[src/rtl/voice_number_sequencer_pkg.sv]
// Purpose: shared constants, state encoding and the binary-to-BCD helper for
//          the voice number sequencer.
// Contents:
//   ID_*           spoken-word IDs understood by the command FSM
//   seq_state_t    FSM state encoding (also driven out on the state port)
//   bin_to_bcd()   8-bit binary (< 100) to packed {tens, ones} BCD
package voice_number_sequencer_pkg;

  localparam logic [7:0] ID_IDLE    = 8'd0;
  localparam logic [7:0] ID_START   = 8'd5;
  localparam logic [7:0] ID_DONE    = 8'd46;
  localparam logic [7:0] ID_MORE    = 8'd47;
  localparam logic [7:0] ID_NUM_MAX = 8'd45;

  typedef enum logic [1:0] {
    ST_IDLE  = 2'd0,
    ST_START = 2'd1,
    ST_DONE  = 2'd2
  } seq_state_t;

  // The recognizer only produces numbers below 100, so both digits fit in 4 bits.
  function automatic logic [7:0] bin_to_bcd(input logic [7:0] value);
    logic [3:0] tens;
    logic [3:0] ones;
    tens = 4'(value / 8'd10);
    ones = 4'(value % 8'd10);
    return {tens, ones};
  endfunction

endpackage

[src/rtl/seq_number_buffer.sv]
// Purpose: DEPTH x 8 register file holding the recorded numbers.
// Ports:
//   i_clk          system clock
//   i_we           write enable
//   i_waddr        write index
//   i_wdata        byte to store
//   i_raddr_last   read index of the most recently recorded entry
//   i_raddr_play   read index of the entry being played back
//   o_rdata_last   async read data for i_raddr_last
//   o_rdata_play   async read data for i_raddr_play
// Contents are not reset: an entry is only read after it has been written,
// because the top level gates every read with the recorded count.
module seq_number_buffer #(
  parameter int DEPTH = 8,
  parameter int AW    = $clog2(DEPTH)
) (
  input  logic          i_clk,
  input  logic          i_we,
  input  logic [AW-1:0] i_waddr,
  input  logic [7:0]    i_wdata,
  input  logic [AW-1:0] i_raddr_last,
  input  logic [AW-1:0] i_raddr_play,
  output logic [7:0]    o_rdata_last,
  output logic [7:0]    o_rdata_play
);

  logic [7:0] r_mem [DEPTH];

  always_ff @(posedge i_clk) begin
    if (i_we) r_mem[i_waddr] <= i_wdata;
  end

  assign o_rdata_last = r_mem[i_raddr_last];
  assign o_rdata_play = r_mem[i_raddr_play];

endmodule

[src/rtl/voice_number_sequencer.sv]
// Purpose: command FSM for the voice recognizer byte stream. Records spoken
//          numbers while in START and plays them back as BCD digits in DONE.
// Ports:
//   i_clk          system clock, all logic on posedge
//   i_reset        synchronous, active-high reset
//   i_rx_data      received ID byte
//   i_rx_valid     one-cycle strobe qualifying i_rx_data
//   o_digit_tens   BCD tens digit of the displayed number
//   o_digit_ones   BCD ones digit of the displayed number
//   o_disp_valid   digits meaningful; 0 blanks the display
//   o_state        0=IDLE 1=START 2=DONE
//   o_count        number of recorded entries
//   o_overflow     sticky: a number was dropped because the buffer was full
//   o_id_err       one-cycle pulse: ID not legal in the current state
//
// state | meaning
// IDLE  | waiting for the start word, buffer considered empty
// START | recording numbers 1..45, display shows the latest one
// DONE  | cycling through the recorded numbers, HOLD_CYCLES each
module voice_number_sequencer
  import voice_number_sequencer_pkg::*;
#(
  parameter int DEPTH       = 8,
  parameter int HOLD_CYCLES = 100000000
) (
  input  logic                       i_clk,
  input  logic                       i_reset,
  input  logic [7:0]                 i_rx_data,
  input  logic                       i_rx_valid,
  output logic [3:0]                 o_digit_tens,
  output logic [3:0]                 o_digit_ones,
  output logic                       o_disp_valid,
  output logic [1:0]                 o_state,
  output logic [$clog2(DEPTH):0]     o_count,
  output logic                       o_overflow,
  output logic                       o_id_err
);

  localparam int IW = $clog2(DEPTH);
  localparam int CW = IW + 1;
  localparam int TW = $clog2(HOLD_CYCLES);
  localparam logic [CW-1:0] C_DEPTH = CW'(DEPTH);
  localparam logic [TW-1:0] C_T_END = TW'(HOLD_CYCLES - 1);

  seq_state_t    r_state, w_state_nxt;
  logic [CW-1:0] r_count, w_count_nxt;
  logic          r_overflow, w_overflow_nxt;
  logic          r_id_err, w_id_err_nxt;
  logic [IW-1:0] r_index, w_index_nxt;
  logic [TW-1:0] r_timer, w_timer_nxt;
  logic [3:0]    r_tens, r_ones;
  logic          r_disp_valid;

  logic          w_we;
  logic          w_full;
  logic          w_last_entry;
  logic [IW-1:0] w_last_addr;
  logic [7:0]    w_rd_last, w_rd_play;
  logic [7:0]    w_disp_value;
  logic [7:0]    w_bcd;
  logic          w_disp_valid_nxt;

  assign w_full       = (r_count == C_DEPTH);
  assign w_last_addr  = IW'(r_count - CW'(1));
  // With zero or one entries the index never moves off 0.
  assign w_last_entry = (r_count <= CW'(1)) || (r_index == w_last_addr);

  seq_number_buffer #(.DEPTH(DEPTH), .AW(IW)) u_buf (
    .i_clk        (i_clk),
    .i_we         (w_we),
    .i_waddr      (r_count[IW-1:0]),
    .i_wdata      (i_rx_data),
    .i_raddr_last (w_last_addr),
    .i_raddr_play (w_index_nxt),
    .o_rdata_last (w_rd_last),
    .o_rdata_play (w_rd_play)
  );

  always_comb begin
    w_state_nxt    = r_state;
    w_count_nxt    = r_count;
    w_overflow_nxt = r_overflow;
    w_id_err_nxt   = 1'b0;
    w_index_nxt    = r_index;
    w_timer_nxt    = r_timer;
    w_we           = 1'b0;

    unique case (r_state)
      ST_IDLE: begin
        if (i_rx_valid) begin
          if (i_rx_data == ID_START)     w_state_nxt  = ST_START;
          else if (i_rx_data != ID_IDLE) w_id_err_nxt = 1'b1;
        end
      end
      ST_START: begin
        if (i_rx_valid) begin
          if (i_rx_data == ID_IDLE)      w_state_nxt = ST_IDLE;
          else if (i_rx_data == ID_DONE) w_state_nxt = ST_DONE;
          else if (i_rx_data == ID_START || i_rx_data == ID_MORE) begin
            w_state_nxt = ST_START;
          end else if (i_rx_data <= ID_NUM_MAX) begin
            if (w_full) begin
              w_overflow_nxt = 1'b1;
            end else begin
              w_we        = 1'b1;
              w_count_nxt = r_count + CW'(1);
            end
          end else begin
            w_id_err_nxt = 1'b1;
          end
        end
      end
      ST_DONE: begin
        if (i_rx_valid && i_rx_data == ID_IDLE) begin
          w_state_nxt = ST_IDLE;
        end else if (i_rx_valid && i_rx_data == ID_MORE) begin
          w_state_nxt = ST_START;
        end else begin
          // An illegal ID is flagged but does not disturb playback.
          w_id_err_nxt = i_rx_valid;
          if (r_timer == C_T_END) begin
            w_timer_nxt = '0;
            w_index_nxt = w_last_entry ? '0 : r_index + IW'(1);
          end else begin
            w_timer_nxt = r_timer + TW'(1);
          end
        end
      end
      default: w_state_nxt = ST_IDLE;
    endcase

    if (w_state_nxt == ST_IDLE) begin
      w_count_nxt    = '0;
      w_overflow_nxt = 1'b0;
    end
    // Playback restarts from entry 0 every time DONE is entered.
    if (w_state_nxt != ST_DONE || r_state != ST_DONE) begin
      w_index_nxt = '0;
      w_timer_nxt = '0;
    end
  end

  // Display values are derived from next-state values so the registered
  // digits change on the same edge as the state/index.
  assign w_disp_value     = (w_state_nxt == ST_START) ? (w_we ? i_rx_data : w_rd_last)
                                                      : w_rd_play;
  assign w_disp_valid_nxt = (w_state_nxt != ST_IDLE) && (w_count_nxt != '0);
  assign w_bcd            = bin_to_bcd(w_disp_value);

  always_ff @(posedge i_clk) begin
    if (i_reset) begin
      r_state      <= ST_IDLE;
      r_count      <= '0;
      r_overflow   <= 1'b0;
      r_id_err     <= 1'b0;
      r_index      <= '0;
      r_timer      <= '0;
      r_tens       <= '0;
      r_ones       <= '0;
      r_disp_valid <= 1'b0;
    end else begin
      r_state      <= w_state_nxt;
      r_count      <= w_count_nxt;
      r_overflow   <= w_overflow_nxt;
      r_id_err     <= w_id_err_nxt;
      r_index      <= w_index_nxt;
      r_timer      <= w_timer_nxt;
      r_disp_valid <= w_disp_valid_nxt;
      r_tens       <= w_disp_valid_nxt ? w_bcd[7:4] : 4'd0;
      r_ones       <= w_disp_valid_nxt ? w_bcd[3:0] : 4'd0;
    end
  end

  assign o_digit_tens = r_tens;
  assign o_digit_ones = r_ones;
  assign o_disp_valid = r_disp_valid;
  assign o_state      = r_state;
  assign o_count      = r_count;
  assign o_overflow   = r_overflow;
  assign o_id_err     = r_id_err;

endmodule

[config.mk]
export PLATFORM = sky130hd
export DESIGN_NAME = voice_number_sequencer
export DESIGN_NICKNAME = d
export VERILOG_FILES = /design/src/rtl/voice_number_sequencer_pkg.sv /design/src/rtl/seq_number_buffer.sv /design/src/rtl/voice_number_sequencer.sv
export SDC_FILE = /design/constraint.sdc
export NUM_CORES = 1
export LEC_CHECK = 0
export CORE_ASPECT_RATIO = 1.5
export CORE_MARGIN = 3
export CORE_UTILIZATION = 50
export DETAILED_ROUTE_END_ITERATION = 8
export GPL_TIMING_DRIVEN = 0
export HOLD_SLACK_MARGIN = 0.03
export PLACE_DENSITY = 0.68
export SLEW_MARGIN = 20
export SYNTH_ARGS = -nofsm -noshare
export SYNTH_HDL_FRONTEND = slang
export SYNTH_HIERARCHICAL = 1
export SYNTH_SLANG_ARGS = --single-unit
[constraint.sdc]
create_clock -name i_clk -period 6.6 [get_ports i_clk]
set_input_delay 0.99 -clock i_clk [delete_from_list [all_inputs] [get_ports i_clk]]
set_output_delay 0.99 -clock i_clk [all_outputs]
set_load 0.02 [all_outputs]
==> flow_summary.ini <==
[floorplanning]
dieArea_sq_mm = 0.0138
fp-row-count = 49
io_pins = 28
die_h_microns = 142
initial_core_util = 0.515
coreArea_sq_mm = 0.0120
die_w_microns = 96.8

[drt]
ant_nets = 0
drc_errors = 0
avgViaCountPerCell = 6.03
drt-wirelength-per-cell_microns = 19.4
dr_total_vias = 4334
routed_wl_mm = 14.0
first_iter_violations = 232
firstDrtPassIters = 6

[sta]
setup_tns_ns = 0
drv_slew = 0
finalHoldViolCount = 0
worst_pin_slew_ns = 0.976
min_period_over_period = 0.934
max_freq_mhz = 162
finClkSkew_ns = 0.00588
period_minus_slack_ns = 6.16
rsz0062_at_grt = false
finalSetupViolCount = 0
relSlewSlack = 0.347
fin_ws_ns = 0.438

[clocking]
cts_max_path_buffers = 2
clk_pin_slew_ns = 0.07
cts_tree = yes
cts.sinks = 111
clock_latency_ns = 0.35
numCtsBuffers = 9
clockRootBuffer = clkbuf_16
ctsHtreeMaxLevel = 3
hold_buffers = 0

[synthesis]
ys.flop_type = edfxtp_1
synth_seq_area_share = 0.463
syn_nets = 538
synth_warnings = 6
async_flop_share = 0
syn_inst = 522
syn_area_per_cell_sq_um = 11.8
synth_edf_count = 64
syn_area_sq_mm = 0.00618
synth_cell_types = 75
yosys_register_bits = 111

[layout]
area_growth_pct = 13.3
final_cells = 719
drive_gt1_frac = 0.150
diodes = 0
nets = 577
num-fill-cells = 1056

[placed_design]
dpl_worst_slack_ns = -0.565
dpl.cell_count = 703
io_buffers = 27
hpwlAfterDp_mm = 10.4
gp_congestion = 0.850

[flow_run]
max-cap-violations = 0

[pwr]
p_clk_frac = 0.436
power.density_mw_per_mm2 = 191
seqPwrFrac = 0.545
ir_drop_mv = 0.177
swShare = 0.193
p_int_mw = 1.08
switchingPower_mw = 0.258
combPwrFrac = 0.019
leakage_nw = 2.35

[critical_path]
crit_type = in2reg
cp_slowest_cell = clkdlybuf4s50_1
crit-reg2reg-capture = o_digit_ones[1]$_SDFF_PP0_
r2r_start = o_count[0]$_SDFF_PP0_
max_stage_delay_ns = 0.67
cp-end-kind = register
cpMostUsedCell = nor2_1
critical_path_arrival_ns = 6.40
critPathLaunchType = input pin
r2r_cells = 20
cp_cell_sequence = clkdlybuf4s50_1, nor3_2, a31oi_2, nand2_1, o21bai_1, a21oi_1, nor2_1, clkbuf_2, buf_2, mux4_1, mux2_2, nand2b_1, a311oi_1, nor2_1, a31o_4, nor4_4, a221o_1, a2111oi_2, or3_1
rrSetupSlack_ns = 0.99
cp.required_ns = 6.83
crit_fanout = 12

[hold_path]
whs_endpoint = r_timer[0]$_SDFFE_PP0P_
min_path_cells = 1
hold_class = reg2reg
holdCritStartpoint = r_timer[0]$_SDFFE_PP0P_

[global_route]
gr-usage-all-layers = 0.208
antenna_found_initial = 0
grt_pass1_vias = 4422
grt_max_degree = 18
grt-ovfl-total = 0
grt_pass1_wl_mm = 22.3

[status]
status = complete, no violations
[area by class of cell]
type	instances	area (sq um)	share of cell area
Buffer	20	169	0.0241
Clock buffer	11	243	0.0346
Clock inverter	5	80.1	0.0114
Inverter	14	55.1	0.00786
Multi-Input combinational cell	377	3110	0.445
Sequential cell	111	2860	0.409
Tap cell	153	191	0.0273
Timing Repair Buffer	28	290	0.0414
[worst max-delay path by stage]
stage | start | end | slack, ns | depth (start not counted)
4_1_cts | i_rx_data[5] | o_digit_ones[1]$_SDFF_PP0_ | 0.01 | 20
5_1_grt | i_rx_data[4] | o_digit_ones[1]$_SDFF_PP0_ | 0.12 | 19
3_3_place_gp | i_rx_data[5] | o_digit_ones[1]$_SDFF_PP0_ | -0.50 | 20
3_5_place_dp | i_rx_data[5] | o_digit_ones[1]$_SDFF_PP0_ | -0.56 | 20
2_1_floorplan | i_rx_data[5] | o_digit_ones[3]$_SDFF_PP0_ | 1.36 | 20
6_report | i_rx_data[4] | o_digit_ones[1]$_SDFF_PP0_ | 0.44 | 19
[kinds of logic after synthesis]
logic type,after synthesis,synth area share
DFF,111,0.463
adders and majority gates,5,0.0101
buffers and inverters,34,0.0360
and+or+nand+nor,206,0.174
AOI/OAI and AO/OA,84,0.104
xor gates and xnor gates,29,0.0411
muxes,53,0.171
[critical path: cells and delay by family]
family                 cells  cell delay, ns
buffers and inverters      3            1.26
and+or+nand+nor            7            2.01
AOI/OAI and AO/OA          7            1.44
muxes                      2            0.69
[cells in the final DEF (no fill, tap or decap), types with 6 or more instances in the layout]
master / synthesis / layout
o21ai_0: 17 / 17
nor2_1: 77 / 77
buf_6: 7 / 7
xor2_1: 17 / 17
clkdlybuf4s50_1: 0 / 22
mux2_2: 16 / 16
edfxtp_1: 64 / 64
xnor2_1: 12 / 12
a21oi_1: 17 / 17
clkbuf_16: 0 / 9
inv_1: 13 / 13
nor3_1: 14 / 12
or3_1: 6 / 6
nand2b_1: 9 / 9
nand2_1: 38 / 38
nand3_1: 13 / 13
dfxtp_1: 47 / 47
mux4_1: 29 / 29
[synth_stat cells (all sizes together) (5+ instances only)]
| cell | instances | share of area |
|---|---|---|
| a21oi | 19 | 0.017 |
| nand3 | 15 | 0.014 |
| a31oi | 8 | 0.014 |
| nor2 | 78 | 0.048 |
| buf | 16 | 0.025 |
| nand2 | 39 | 0.025 |
| xnor2 | 12 | 0.017 |
| mux2 | 16 | 0.029 |
| mux2i | 5 | 0.0081 |
| nor3 | 16 | 0.015 |
| nand2b | 9 | 0.0091 |
| a31o | 5 | 0.0085 |
| mux4 | 32 | 0.13 |
| o21ai | 20 | 0.016 |
| ha | 5 | 0.010 |
| and2 | 7 | 0.0081 |
| edfxtp | 64 | 0.31 |
| and3 | 6 | 0.0063 |
| or3 | 7 | 0.0079 |
| xor2 | 17 | 0.024 |
| inv | 14 | 0.0089 |
| dfxtp | 47 | 0.15 |
[what timing repair did]
item | in CTS | in global routing
pin swaps | 0 | 0
setup endpoints to repair | 4 | 4
cloned | 0 | 0
resized for setup | 1 | 6
buffers inserted | 0 | 0
[state kept, by name, indices dropped and copies added, names as in the netlist]
| signal | cells |
|---|---|
| o_digit_ones | 4 |
| o_id_err | 1 |
| u_buf/r_mem | 64 |
| o_overflow | 1 |
| o_count | 4 |
| r_timer | 27 |
| o_disp_valid | 1 |
| r_index | 3 |
| o_state | 2 |
| o_digit_tens | 4 |
[routing by layer]
metal	vias to the layer above	share of wire	track usage	wire [microns]
li1	2072	-	-	-
met1	2135	0.38	0.216	5280
met2	99	0.57	0.405	7940
met3	28	0.028	0.0348	392
met4	0	0.026	0.0932	363
met5	-	0	0	0
[power groups by stage]
| stage | combinational, mW | sequential (mW) | clock (mW) |
|---|---|---|---|
| detailed placement | 0.0251 | 0.746 | 0 |
| CTS | 0.0254 | 0.730 | 0.603 |
| finish | 0.0253 | 0.730 | 0.585 |
| global placement | 0.0244 | 0.746 | 0 |
| global route | 0.0271 | 0.730 | 0.626 |
| floorplan | 0.00685 | 0.747 | 0 |
[metrics by stage]
stage	power, mW	util	hold slack [ns]	instance area, sq um
6_report	1.34	0.583	0.448	7010
5_1_grt	1.38	0.583	0.481	7010
3_5_place_dp	0.771	0.554	0.436	6660
4_1_cts	1.36	0.581	0.452	6990
3_3_place_gp	0.770	0.553	0.428	6650
2_1_floorplan	0.753	-	0.418	6180
(Power assumes the default switching activity.)
